[src/rtl/gated_d_pkg.sv]
// gated_d_pkg: shared state type, channel-index width helper and reset value for the gated D register bank.
package gated_d_pkg;
  typedef enum logic {IDLE, SCAN} state_t;
  localparam logic RESET_Q = '0;
  function automatic int ch_w(input int n);
    return (n > 2) ? $clog2(n) : 1;
  endfunction
endpackage

[src/rtl/gated_d_reg_cell.sv]
// gated_d_reg_cell: one WIDTH-bit visible register with load enable, sync active-low reset and complementary outputs.
module gated_d_reg_cell
  import gated_d_pkg::*;
#(
  parameter int WIDTH = 8
) (
  input  logic             Clk,
  input  logic             Reset,
  input  logic             i_load,
  input  logic [WIDTH-1:0] i_d,
  output logic [WIDTH-1:0] o_q,
  output logic [WIDTH-1:0] o_q_not
);
  logic [WIDTH-1:0] r_q;
  always_ff @(posedge Clk)
    if (!Reset) r_q <= {WIDTH{RESET_Q}};
    else if (i_load) r_q <= i_d;
  assign o_q     = r_q;
  assign o_q_not = ~r_q;
endmodule

[src/rtl/gated_d_reg_bank.sv]
// gated_d_reg_bank: shadow bank of CHANNELS words made visible by a one-channel-per-clock commit scan.
// Optional GATED_D_BYPASS_EN adds a Bypass input for same-edge visible writes.
module gated_d_reg_bank
  import gated_d_pkg::*;
#(
  parameter int WIDTH    = 8,
  parameter int CHANNELS = 4,
  localparam int CH_W    = ch_w(CHANNELS)
) (
  input  logic                      Clk,
  input  logic                      Reset,
  input  logic                      Enable,
  input  logic                      Wr_valid,
  output logic                      Wr_ready,
  input  logic [CH_W-1:0]           Wr_ch,
  input  logic [WIDTH-1:0]          Wr_data,
`ifdef GATED_D_BYPASS_EN
  input  logic                      Bypass,
`endif
  input  logic                      Commit,
  output logic [CHANNELS*WIDTH-1:0] Q,
  output logic [CHANNELS*WIDTH-1:0] Q_not,
  output logic [CHANNELS-1:0]       Pending,
  output logic                      Busy,
  output logic                      Wr_err
);
  state_t            r_state;
  logic [CH_W-1:0]   r_cnt;
  logic [WIDTH-1:0]  r_shadow [CHANNELS];
  logic [CHANNELS-1:0] r_pend;
  logic              r_err;
  logic              w_acc, w_in, w_byp, w_scan;
  assign Wr_ready = Enable && (r_state == IDLE);
  assign w_acc    = Wr_valid && Wr_ready;
  assign w_in     = 32'(Wr_ch) < CHANNELS;
  assign w_scan   = Enable && (r_state == SCAN);
`ifdef GATED_D_BYPASS_EN
  assign w_byp    = w_acc && w_in && Bypass;
`else
  assign w_byp    = 1'b0;
`endif
  always_ff @(posedge Clk) begin
    if (!Reset) begin
      r_state <= IDLE;
      r_cnt   <= '0;
      r_pend  <= '0;
      r_err   <= 1'b0;
      for (int i = 0; i < CHANNELS; i++) r_shadow[i] <= '0;
    end else if (Enable) begin
      if (w_acc && w_in) begin
        r_shadow[Wr_ch] <= Wr_data;
        r_pend[Wr_ch]   <= !w_byp;
      end
      if (w_acc && !w_in) r_err <= 1'b1;
      if (r_state == IDLE) begin
        if (Commit) begin
          r_state <= SCAN;
          r_cnt   <= '0;
        end
      end else begin
        r_pend[r_cnt] <= 1'b0;
        r_cnt         <= r_cnt + 1'b1;
        if (r_cnt == CH_W'(CHANNELS - 1)) r_state <= IDLE;
      end
    end
  end
  // Scan loads and bypass loads never coincide: bypass writes only happen in IDLE.
  for (genvar g = 0; g < CHANNELS; g++) begin : g_cell
    logic w_load;
    assign w_load = (w_scan && r_cnt == CH_W'(g) && r_pend[g]) || (w_byp && Wr_ch == CH_W'(g));
    gated_d_reg_cell #(.WIDTH(WIDTH)) u_cell (
      .Clk    (Clk),
      .Reset  (Reset),
      .i_load (w_load),
      .i_d    (w_byp ? Wr_data : r_shadow[g]),
      .o_q    (Q[g*WIDTH +: WIDTH]),
      .o_q_not(Q_not[g*WIDTH +: WIDTH])
    );
  end
  assign Pending = r_pend;
  assign Busy    = (r_state == SCAN);
  assign Wr_err  = r_err;
endmodule
[config.mk]
export PLATFORM = sky130hd
export DESIGN_NAME = gated_d_reg_bank
export DESIGN_NICKNAME = d
export VERILOG_FILES = /design/src/rtl/gated_d_pkg.sv /design/src/rtl/gated_d_reg_cell.sv /design/src/rtl/gated_d_reg_bank.sv
export SDC_FILE = /design/constraint.sdc
export NUM_CORES = 1
export LEC_CHECK = 0
export ABC_AREA = 1
export BUFFER_PORTS_ARGS = -buffer_cell sky130_fd_sc_hd__buf_2
export CAP_MARGIN = 20
export CELL_PAD_IN_SITES_DETAIL_PLACEMENT = 1
export CELL_PAD_IN_SITES_GLOBAL_PLACEMENT = 1
export CORE_MARGIN = 1
export CORE_UTILIZATION = 39
export CTS_BUF_LIST = sky130_fd_sc_hd__clkbuf_2
export CTS_CLUSTER_DIAMETER = 150
export CTS_CLUSTER_SIZE = 8
export DETAILED_ROUTE_END_ITERATION = 6
export PLACE_DENSITY = 0.91
export SYNTH_ARGS = -nofsm -noshare
export SYNTH_HDL_FRONTEND = slang
export SYNTH_SLANG_ARGS = --single-unit
[constraint.sdc]
create_clock -name Clk -period 2 [get_ports Clk]
set_input_delay 0.2 -clock Clk [delete_from_list [all_inputs] [get_ports Clk]]
set_output_delay 0.2 -clock Clk [all_outputs]
set_load 0.03 [all_outputs]
; Yosys cells after proc, flatten, opt, wreduce, memory -nomap -nowiden
; Memory sizes are Yosys's and may differ from the RTL's. A register that Yosys moved wholly into a read port is not among the register bits.
; Index checks and enable logic that the tools add are counted.
[op_classes]
order_cmp = 4
n_mux = 21
n_eq_ne = 3
shift = 0
n_bitwise = 8
n_reduce_logical = 21
div = 0
n_addsub = 1
mul = 0
[op_table]
columns = op, n
row1 = $not A8 Y8, 4
row2 = $mux W4, 4
row3 = $logic_and A1 B1 Y1, 13
row4 = $mux W1, 11
row5 = $mux W8, 1
row6 = $reduce_or A8 Y1, 1
row7 = $lt A2 B3 Y1 const B, 2
row8 = $mux W2, 3
row9 = $and A4 B4 Y4, 1
row10 = $demux W1 S2, 2
row11 = $eq A2 B2 Y1 const B, 2
row12 = $ge A2 B1 Y1 const B, 2
row13 = $logic_not A1 Y1, 4
row14 = $not A4 Y4, 1
row15 = $or A4 B4 Y4, 1
row16 = $add A2 B1 Y2 const B, 1
row17 = $eq A2 B1 Y1 const B, 1
row18 = $logic_not A2 Y1, 1
row19 = $reduce_and A2 Y1, 1
row20 = $reduce_bool A2 Y1, 1
row21 = $not A1 Y1, 1
[word_totals]
in_bits = 15
mem_bits_rw = 32
mem_count = 1
output_inout_bits = 71
romBits = 0
reg_bits = 7
latch_bits = 0
[memory_table]
columns = memory, words, width, rd, rd_ports_with_merged_regs, write_ports, line
row1 = r_shadow, 4, 8, 4, 4, 4, gated_d_reg_bank.sv:29  ; logic [WIDTH-1:0] r_shadow [CHANNELS];

; Depth between registers and ports, before layout
[logic_depth]
depth_word = 10
ltp_mapped = 7

; Hierarchy
; From an unflattened synthesis, not the netlist that was laid out.
[unflattened]
cells_unflattened = 378
area_unflattened_um2 = 3120.5
[by_module_without_submodules]
columns = module, cells_per_inst, instances, seq_area_each_um2, area_per_inst_um2
row1 = gated_d_reg_bank, 142, 1, 1101.1, 1574.0
row2 = gated_d_reg_cell, 59, 4, 160.2, 386.6

; Least setup slack after synthesis
; No wires, ideal clock.
[synth_timing]
path_type = register -> register
startpoint = register r_state (netlist: Busy)
endpoint = memory r_shadow[0][0] (enable)
setup_ns = 0.329
path_buffers = 0
synth_period_minus_slack_ns = 1.764
t_arrival_ns = 1.435
required_ns = 1.671
path_stages_with_launch = 4
slack_ns = 0.236
path_cell_list = dfxtp_1 > nor2_1 > nand3_1 > nand2_1
[synth_rtl]
columns = element, line
row1 = from (decl), gated_d_reg_bank.sv:27  ; state_t r_state;
row2 = from (signal assigned), gated_d_reg_bank.sv:44  ; r_state <= IDLE;
row3 = from (signal assigned), gated_d_reg_bank.sv:57  ; r_state <= SCAN;
row4 = from (signal assigned), gated_d_reg_bank.sv:63  ; if (r_cnt == CH_W'(CHANNELS - 1)) r_state <= IDLE;
row5 = to (decl), gated_d_reg_bank.sv:29

; Worst setup path after layout
[layout_timing]
startpoint = register r_state (netlist: Busy)
endpoint = output port Wr_ready
[layout_via]
elab_chain_len = 2
[layout_rtl]
columns = element, line
row1 = $not A1 Y1, -
row2 = $logic_and A1 B1 Y1, gated_d_reg_bank.sv:33  ; assign Wr_ready = Enable && (r_state == IDLE);
row3 = to (decl), gated_d_reg_bank.sv:14  ; output logic Wr_ready,
; Every way passes these cells.

==> flow_summary.yaml <==
critical_path:
  crit_type: "flop to primary output"
  crit_buf_inv: 1
  critical-path-max-stage-delay_ps: 460
  critPathLaunchType: "flop"
  rr_worst_depth: 4
  critPathTopFamily: "flip-flops"
  path_max_fanout: 8
  cp_slowest_cell: "dfxtp_1"
  cp-end-kind: "primary output"
  r2r-start: "Busy$_SDFFE_PN0P_"
  r2r_slack_ps: 360
  required_ps: 1800
  r2r-end: "Busy$_SDFFE_PN0P_"
  crit_arrival_ps: 1500
  crit_chain: "nor2_1 > buf_2"
final_layout:
  syn_to_final_growth_pct: 25.7
  drive_gt1_frac: 0.254
  multi_input_area_um2: 1050
  utilization: 0.512
  antenna_cells: 0
  ff_latch_area_um2: 1740
  nFillCells: 985
  nNetsFinal: 502
die:
  core_area_um2: 7810
  die_y_um: 92.3
  die_x_um: 92.3
  row_count: 32
  pin_count: 86
  die_area_um2: 8510
  initial_core_util: 0.407
sta:
  drv_slew: 0
  rsz0062_at_grt: "no"
  finClkSkew_ps: 31.7
  setup_tns_ps: 0
  min_period_ps: 1700
  setup_viol: 0
  max_freq_mhz: 589
  finalCritPeriodShare: 0.849
  hold_violations: 0
route:
  first_pass_iters: 4
  dr_total_vias: 2707
  routed_wl_um: 7800
  first_iter_violations: 126
  drc: 0
  avgRoutedWirePerCell_um: 13.2
  ant_nets: 0
  viasPerCell: 4.59
min_path:
  holdPathStages: 4
  hold_class: "input port to flop"
  whs_endpoint: "Pending[3]$_SDFFE_PN0P_"
  min-delay-start: "Wr_ch[1]"
clock_tree:
  clkLatencyLatePin_ps: 550
  htree_levels: 3
  root_buffer: "clkbuf_2"
  cts.sinks: 71
  numCtsBuffers: 9
  clk_pin_slew_ps: 210
  clockBufferDepth: 2
  cts_tree: "yes"
  cts_resized: 0
grt:
  gr-usage-all-layers: 0.194
  grt_pass1_wl_um: 12400
  grt_max_degree: 19
  grt_pass1_vias: 2679
  antenna_found_initial: 0
  grt_overflow: 0
power_and_ir_drop:
  power_mw: 2.87
  ir_worst_vdd_v: 0.000355
  p_leak_nw: 1.83
  powerDensity_nw_per_um2: 719
job:
  maxCapViolations: 0
placement:
  io_buffers: 84
  hpwl_um: 5640
  finalWeightedCongestion: 0.824
synthesis:
  synth_nets: 401
  synth_cell_types: 20
  yosysWarnings: 0
  syn_area_um2: 3180
  synth_top_cell_by_area: "edfxtp_1"
  ys_seq_elements: 71
  yosysSeqAreaShare: 0.548
  synthTopCellsByArea: "edfxtp_1 (30%), dfxtp_1 (25%), nor2_1 (11%)"
  syn_avg_cell_area_um2: 8.32
  yosysTopAreaCellShare: 0.302
  synthCells: 382
outcome:
  status: "finished, final reports clean"
==> per-stage QoR <==
step | area [um^2] | setup WS [ps] | instances | hold WS (ps)
3_3_place_gp | 3700 | 673 | 561 | 484
6_report | 4000 | 301 | 590 | 90.0
5_1_grt | 4000 | 219 | 590 | 71.6
3_5_place_dp | 3700 | 550 | 561 | 493
2_1_floorplan | 3180 | 236 | 382 | 379
4_1_cts | 4000 | 271 | 590 | 47.1
==> flip-flops by register name, summed over array words and instances (netlist names) <==
name / flops
Busy: 1
Pending: 4
g_cell.u_cell.o_q: 32
r_cnt: 2
r_shadow: 32
==> tightest hold or removal path, cell delays in order <==
cell	delay, ps
buf_2	130
nand2_1	60
nand3b_1	130
a21oi_1	80
==> kinds of logic (layout without fill, tap and decap cells) <==
logic type / count (synthesis) / after routing / synth area share
compound gates: 8 / 8 / 0.0126
fa+ha+maj: 4 / 4 / 0.0157
buf+inv: 100 / 206 / 0.123
flops: 71 / 71 / 0.548
other cells: 1 / 1 / 0.00118
simple gates: 198 / 198 / 0.300
==> power by group <==
| part | leakage [nW] | total (mW) | switching, mW | internal (mW) |
|---|---|---|---|---|
| clock | 0.0843 | 1.09 | 0.547 | 0.538 |
| sequential | 0.646 | 1.58 | 0.0235 | 1.56 |
| combinational | 1.10 | 0.211 | 0.142 | 0.0688 |
| total | 1.83 | 2.87 | 0.712 | 2.16 |
==> worst max-delay path by stage <==
stage	startpoint	to	depth (start not counted)
2_1_floorplan	Busy$_SDFFE_PN0P_	r_shadow[0][0]$_SDFFCE_PN0P_	3
3_3_place_gp	Enable	r_shadow[0][7]$_SDFFCE_PN0P_	5
3_5_place_dp	Enable	r_shadow[3][7]$_DFFE_PP_	5
4_1_cts	Busy$_SDFFE_PN0P_	Wr_ready	2
5_1_grt	Busy$_SDFFE_PN0P_	Wr_ready	2
6_report	Busy$_SDFFE_PN0P_	Wr_ready	2
==> area by class of cell <==
class | count | area share
flip-flops and latches | 71 | 0.436
multi-input cells | 211 | 0.262
repair buffers | 101 | 0.145
inverters | 89 | 0.0836
well taps | 102 | 0.0319
clock inverters | 7 | 0.0304
clock buffers | 9 | 0.0113
==> synth_stat cells <==
cell type,number
nor2_1,97
inv_1,88
nand2_1,43
dfxtp_1,39
nand3_1,38
edfxtp_1,32
nand2_4,9
nor2_4,8
clkbuf_1,6
a21oi_1,5
ha_1,4
o21ai_0,3
buf_1,2
buf_4,2
buf_6,1
conb_1,1
inv_2,1
nand3_4,1
nand3b_1,1
nor2_8,1
==> per-layer routing <==
layer  track usage  vias to the layer above  part of all wire
met4        0.0977                        0             0.024
li1              -                     1332                 -
met3        0.0365                       14             0.037
met2         0.365                       67              0.54
met1         0.204                     1294              0.39
met5             0                        -                 0
==> layout by cell type, fill, tap and decap left out, drive strengths merged <==
cell type,synthesis,layout
a21oi,5,5
buf,5,88
bufinv,0,3
clkbuf,6,9
clkinv,0,1
clkinvlp,0,3
conb,1,1
dfxtp,39,39
dlygate4sd3,0,13
edfxtp,32,32
ha,4,4
inv,89,89
nand2,52,52
nand3,39,39
nand3b,1,1
nor2,106,106
o21ai,3,3
==> repair_timing <==
action,in CTS,in global routing
hold endpoints to repair,26,0
setup buffers,0,0
hold buffers,13,0
No activity file was read; power rests on OpenSTA's default activity.
